### config.mk
export PLATFORM = sky130hd
export DESIGN_NAME = digit_scanner_flat
export DESIGN_NICKNAME = d
export VERILOG_FILES = /design/src/rtl/digit_scanner_if.sv /design/src/rtl/digit_scanner.sv /design/src/flat_wrapper.sv
export SDC_FILE = /design/constraint.sdc
export NUM_CORES = 1
export LEC_CHECK = 0
export ABC_AREA = 1
export BUFFER_PORTS_ARGS = -buffer_cell sky130_fd_sc_hd__buf_2
export CAP_MARGIN = 20
export CORE_MARGIN = 5
export CORE_UTILIZATION = 55
export DETAILED_ROUTE_END_ITERATION = 16
export PLACE_DENSITY_LB_ADDON = 0.15
export SYNTH_ARGS = -nofsm -noshare
export SYNTH_HDL_FRONTEND = slang
export SYNTH_SLANG_ARGS = --single-unit
### constraint.sdc
create_clock -name clk -period 3.85 [get_ports clk]
set_input_delay 0.5775 -clock clk [delete_from_list [all_inputs] [get_ports clk]]
set_output_delay 0.5775 -clock clk [all_outputs]
set_load 0.01 [all_outputs]
### src/rtl/digit_scanner_if.sv
// rtl/digit_scanner_if.sv - control and digit-select bundle between the display datapath and digit_scanner
interface digit_scanner_if #(
    parameter int LEN   = 4,
    parameter int CNT_W = 16
);
    localparam int IDX_W = (LEN > 1) ? $clog2(LEN) : 1;

    logic [CNT_W-1:0] period;
    logic [LEN-1:0]   mask;
    logic             dir;
    logic             hold;
    logic [LEN-1:0]   sel;
    logic [IDX_W-1:0] idx;
    logic             blank;
    logic             step;

    modport master (
        output period, mask, dir, hold,
        input  sel, idx, blank, step
    );

    modport slave (
        input  period, mask, dir, hold,
        output sel, idx, blank, step
    );
endinterface

### src/rtl/digit_scanner.sv
// rtl/digit_scanner.sv - one-hot multiplexed display scanner with blanking, mask, direction and hold
module digit_scanner #(
    parameter int LEN   = 4,
    parameter int CNT_W = 16,
    parameter int BLANK = 8
) (
    input  logic          clk,
    input  logic          rst,
    digit_scanner_if.slave bus
);
    localparam int IDX_W = (LEN > 1) ? $clog2(LEN) : 1;
    localparam logic [CNT_W:0] BLANK_C = (CNT_W+1)'(BLANK);

    logic [CNT_W-1:0] count_q;
    logic [CNT_W-1:0] count_d;
    logic [IDX_W-1:0] idx_q;
    logic [IDX_W-1:0] idx_d;
    logic [IDX_W-1:0] cand_idx;
    logic             found;
    logic             adv;
    logic             blank_d;
    logic [LEN-1:0]   sel_d;
    int               cand;

    // Walk k from LEN down to 1 so the smallest enabled distance is the last one kept;
    // k = LEN is the current digit, which lets a lone enabled digit reselect itself.
    always_comb begin
        found    = 1'b0;
        cand_idx = idx_q;
        cand     = 0;
        for (int k = LEN; k >= 1; k--) begin
            cand = bus.dir ? ((int'(idx_q) + k) % LEN) : ((int'(idx_q) + LEN - k) % LEN);
            if (bus.mask[IDX_W'(cand)]) begin
                found    = 1'b1;
                cand_idx = IDX_W'(cand);
            end
        end
    end

    always_comb begin
        count_d = count_q;
        idx_d   = idx_q;
        adv     = 1'b0;
        if (!bus.hold) begin
            if (count_q >= bus.period) begin
                count_d = '0;
                if (found) begin
                    idx_d = cand_idx;
                    adv   = 1'b1;
                end
            end else begin
                count_d = count_q + CNT_W'(1);
            end
        end
        blank_d = ({1'b0, count_d} < BLANK_C) | ~bus.mask[idx_d];
        sel_d   = blank_d ? '0 : (LEN'(1) << idx_d);
    end

    always_ff @(posedge clk) begin
        if (rst) begin
            count_q   <= '0;
            idx_q     <= IDX_W'(LEN - 1);
            bus.sel   <= '0;
            bus.blank <= 1'b1;
            bus.step  <= 1'b0;
        end else begin
            count_q   <= count_d;
            idx_q     <= idx_d;
            bus.sel   <= sel_d;
            bus.blank <= blank_d;
            bus.step  <= adv;
        end
    end

    assign bus.idx = idx_q;
endmodule

### src/flat_wrapper.sv
// flat-port wrapper written by rule: the top's interface ports become plain ports
module digit_scanner_flat 
#(
    parameter int LEN   = 4,
    parameter int CNT_W = 16,
    parameter int BLANK = 8
)
  (clk, rst, bus_period, bus_mask, bus_dir, bus_hold, bus_sel, bus_idx, bus_blank, bus_step);
  digit_scanner_if #(.LEN(LEN), .CNT_W(CNT_W)) bus_i ();
  input  logic clk;
  input  logic rst;
  input wire logic [$bits(bus_i.period)-1:0] bus_period;
  input wire logic [$bits(bus_i.mask)-1:0] bus_mask;
  input wire logic [$bits(bus_i.dir)-1:0] bus_dir;
  input wire logic [$bits(bus_i.hold)-1:0] bus_hold;
  output wire logic [$bits(bus_i.sel)-1:0] bus_sel;
  output wire logic [$bits(bus_i.idx)-1:0] bus_idx;
  output wire logic [$bits(bus_i.blank)-1:0] bus_blank;
  output wire logic [$bits(bus_i.step)-1:0] bus_step;
  assign bus_i.period = bus_period;
  assign bus_i.mask = bus_mask;
  assign bus_i.dir = bus_dir;
  assign bus_i.hold = bus_hold;
  assign bus_sel = bus_i.sel;
  assign bus_idx = bus_i.idx;
  assign bus_blank = bus_i.blank;
  assign bus_step = bus_i.step;
  digit_scanner #(.LEN(LEN), .CNT_W(CNT_W), .BLANK(BLANK)) u_core (.clk(clk), .rst(rst), .bus(bus_i));
endmodule
==> results.toml <==
[die]
row_count = 21
ios = 32
core_region_area_um2 = 3311
fp.dieW_um = 68.24
die_y_um = 68.24
die_area_um2 = 4657
initial_core_util = 0.5635

[critical_path]
r2r_setup_slack_ns = 1.61
max_stage_delay_ns = 0.43
cp.depth = 12
path_buf_inv = 2
cp-endpoint = "u_core.bus.sel[1]$_SDFF_PP0_"
crit_chain = "ha_1 > a21oi_1 > o21ai_0 > a21oi_1 > nand2_2 > nand2_1 > nand2_1 > inv_1 > nand2_1 > inv_2 > nand3_1 > nor2_1"
arrival_ns = 2.51
r2r_start = "u_core.count_q[9]$_SDFF_PP0_"
reg2regPathDepth = 12
crit_top_cell = "nand2_1"
critical_path_required_ns = 4.12
crit_family = "simple AND/OR/NAND/NOR gates"
worstSetupPathType = "reg2reg"
cp_slowest_cell = "dfxtp_1"
r2r-end = "u_core.bus.sel[1]$_SDFF_PP0_"
endpoint_kind = "flip-flop"
timing.critical_path.from = "u_core.count_q[9]$_SDFF_PP0_"
cp-start-kind = "flip-flop"
cp_max_fo = 16

[yosys]
yosys_warnings = 0
synth_area_um2 = 1866
synth.distinct_cells = 31
synth_top_family_by_area = "simple AND/OR/NAND/NOR gates"
synthesis.nets = 330
synth-compound-area-share = 0.07176
synth-simple-area-share = 0.4145
synth_mux_area_frac = 0
postSynthCellCount = 289
async_flop_share = 0
ys_seq_elements = 24
yosysTopAreaCellShare = 0.2575
synth_edf_count = 0
yosys.area.top_type = "dfxtp_1"
synth-main-ff-cell = "dfxtp_1"
syn_avg_cell_area_um2 = 6.455
yosysSeqAreaShare = 0.2575
synthXorXnorAreaFrac = 0.01878
yosys-top-cells-area = "dfxtp_1 (26%), nand2_1 (14%), ha_1 (11%)"
yosys.area_share.adder = 0.1140

[clock_network]
cts_resized = 0
cts.sinks = 24
clk_latency_ns = 0.32
cts_tree = "yes"
path_clk_slew_ns = 0.14
clockBufferDepth = 2
root_buffer = "clkbuf_4"
postCtsSetupBuffers = 0
cts_buffers = 3
htree_levels = 1
ctsHoldBuffers = 0

[sta]
setup_tns_ns = 0
slew_violations = 0
finClkSkew_ns = 0.01081
setup_viol = 0
finalCritPeriodShare = 0.5819
hold_violations = 0
worst_pin_slew_ns = 0.5278
slew_headroom = 0.6473
period_minus_slack_ns = 2.240
timing.fmax_mhz = 446.4
rsz0062_at_grt = "false"

[place]
io_buffers = 31
dp_hpwl_um = 3148
gp_congestion = 0.8767

[detailed_routing]
vias = 1808
route.detailed.drc = 0
wl_um = 3840
wl_per_cell_um = 10.49
drtPass1Iterations = 4
routed_via_density = 4.940
antenna_left = 0
drt_iter0_drc = 95

[flow_run]
drv_cap = 0

[finish]
area_growth_pct = 12.74
antenna_cells = 0
post-route-util = 0.6353
drive_gt1_frac = 0.1750
nets = 362

[global_routing]
grt-ovfl-total = 0
track_usage = 0.1829
grt_pass1_vias = 1631
grt_max_degree = 17
grt_pass1_wl_um = 6596
antenna_found_initial = 0

[pwr]
p_leak_nw = 1.125
p_per_area_nw_per_um2 = 234.5
irDropWorstVdd_v = 0.0001463

[hold_path]
worstHoldPathType = "in2reg"

[outcome]
status = "finished, final reports clean"
==> power breakdown <==
part / switching [W] / internal (W)
logic: 0.0000344 / 0.0000240
registers: 0.00000184 / 0.000250
clock network: 0.0000776 / 0.000105
==> through the flow <==
step	worst slack [ns]	instance area, µm²	std cells	hold WS, ns	power, W
after global routing	1.280	2103	366	0.4161	0.0005206
after floorplan	1.797	1866	289	0.4621	0.0002971
final	1.610	2103	366	0.4392	0.0004931
after global placement	1.322	2051	362	0.4870	0.0003153
after CTS	1.596	2103	366	0.4231	0.0004989
after detailed placement	1.274	2051	362	0.5055	0.0003163
==> layout make-up <==
class	count	area, µm²
inverters	54	202.7
well taps	46	57.56
flip-flops and latches	24	480.5
fillers	364	1207
repair buffers	31	155.1
multi-input cells	207	1155
clock inverters	1	30.03
clock buffers	3	22.52
==> layout by cell type, fill, tap and decap left out <==
cell       instances
a21oi_1           11
nor2_1            32
nand4_2            3
nor3_2             1
inv_2              4
nand2_1           72
nand2_2            5
nor3_1             3
o21ai_1            3
nand3_1           29
o211ai_1           1
xnor2_1            1
nand4_4            1
o21ai_0            5
nand4_1            9
ha_1              17
xor2_1             3
o21ai_2            1
clkinv_1           1
o21a_1             1
nor2_2             1
clkbuf_4           3
bufinv_16          1
o21bai_1           2
dfxtp_1           24
buf_2             31
nand3_2            3
inv_1             49
nand2_4            2
nand3b_1           1
==> Yosys cell counts (2+ instances only) <==
master,count
dfxtp_1,24
xor2_1,3
nand3_1,29
nor2_1,32
inv_2,4
ha_1,17
nand3_2,3
inv_1,49
o21ai_1,3
nor3_1,3
nand2_2,5
o21bai_1,2
nand4_1,9
nand2_4,2
o21ai_0,5
a21oi_1,11
nand4_2,3
nand2_1,72
==> worst min path at each step <==
stage	from	to	slack, ns	cells after the start
after floorplan	u_core.count_q[0]$_SDFFE_PP0N_	u_core.count_q[0]$_SDFFE_PP0N_	0.46	2
after global placement	u_core.count_q[0]$_SDFFE_PP0N_	u_core.count_q[0]$_SDFFE_PP0N_	0.49	2
after detailed placement	u_core.count_q[1]$_SDFFE_PP0N_	u_core.count_q[1]$_SDFFE_PP0N_	0.51	2
after CTS	rst	u_core.bus.step$_SDFF_PP0_	0.42	2
after global routing	rst	u_core.bus.step$_SDFF_PP0_	0.42	2
final	rst	u_core.bus.step$_SDFF_PP0_	0.44	2
==> sequential cells by signal (all words and copies together), names as in the netlist <==
register,flops
u_core.count_q,16
u_core.bus.sel,4
u_core.bus.step,1
u_core.bus.blank,1
u_core.bus.idx,2
==> metal layers <==
layer  global-route usage  part of all wire
met5                    0                 0
met4              0.05211             0.017
met3              0.03941             0.047
met2               0.3237              0.48
met1               0.2205              0.46
==> kinds of logic (layout without fill, tap and decap cells) <==
kind of cell / count (synthesis) / count (layout)
AOI/OAI and AO/OA: 24 / 24
xor gates and xnor gates: 4 / 4
adders and majority gates: 17 / 17
buffers and inverters: 58 / 89
DFF: 24 / 24
and+or+nand+nor: 162 / 162
No activity file was read; power rests on OpenSTA's default activity.
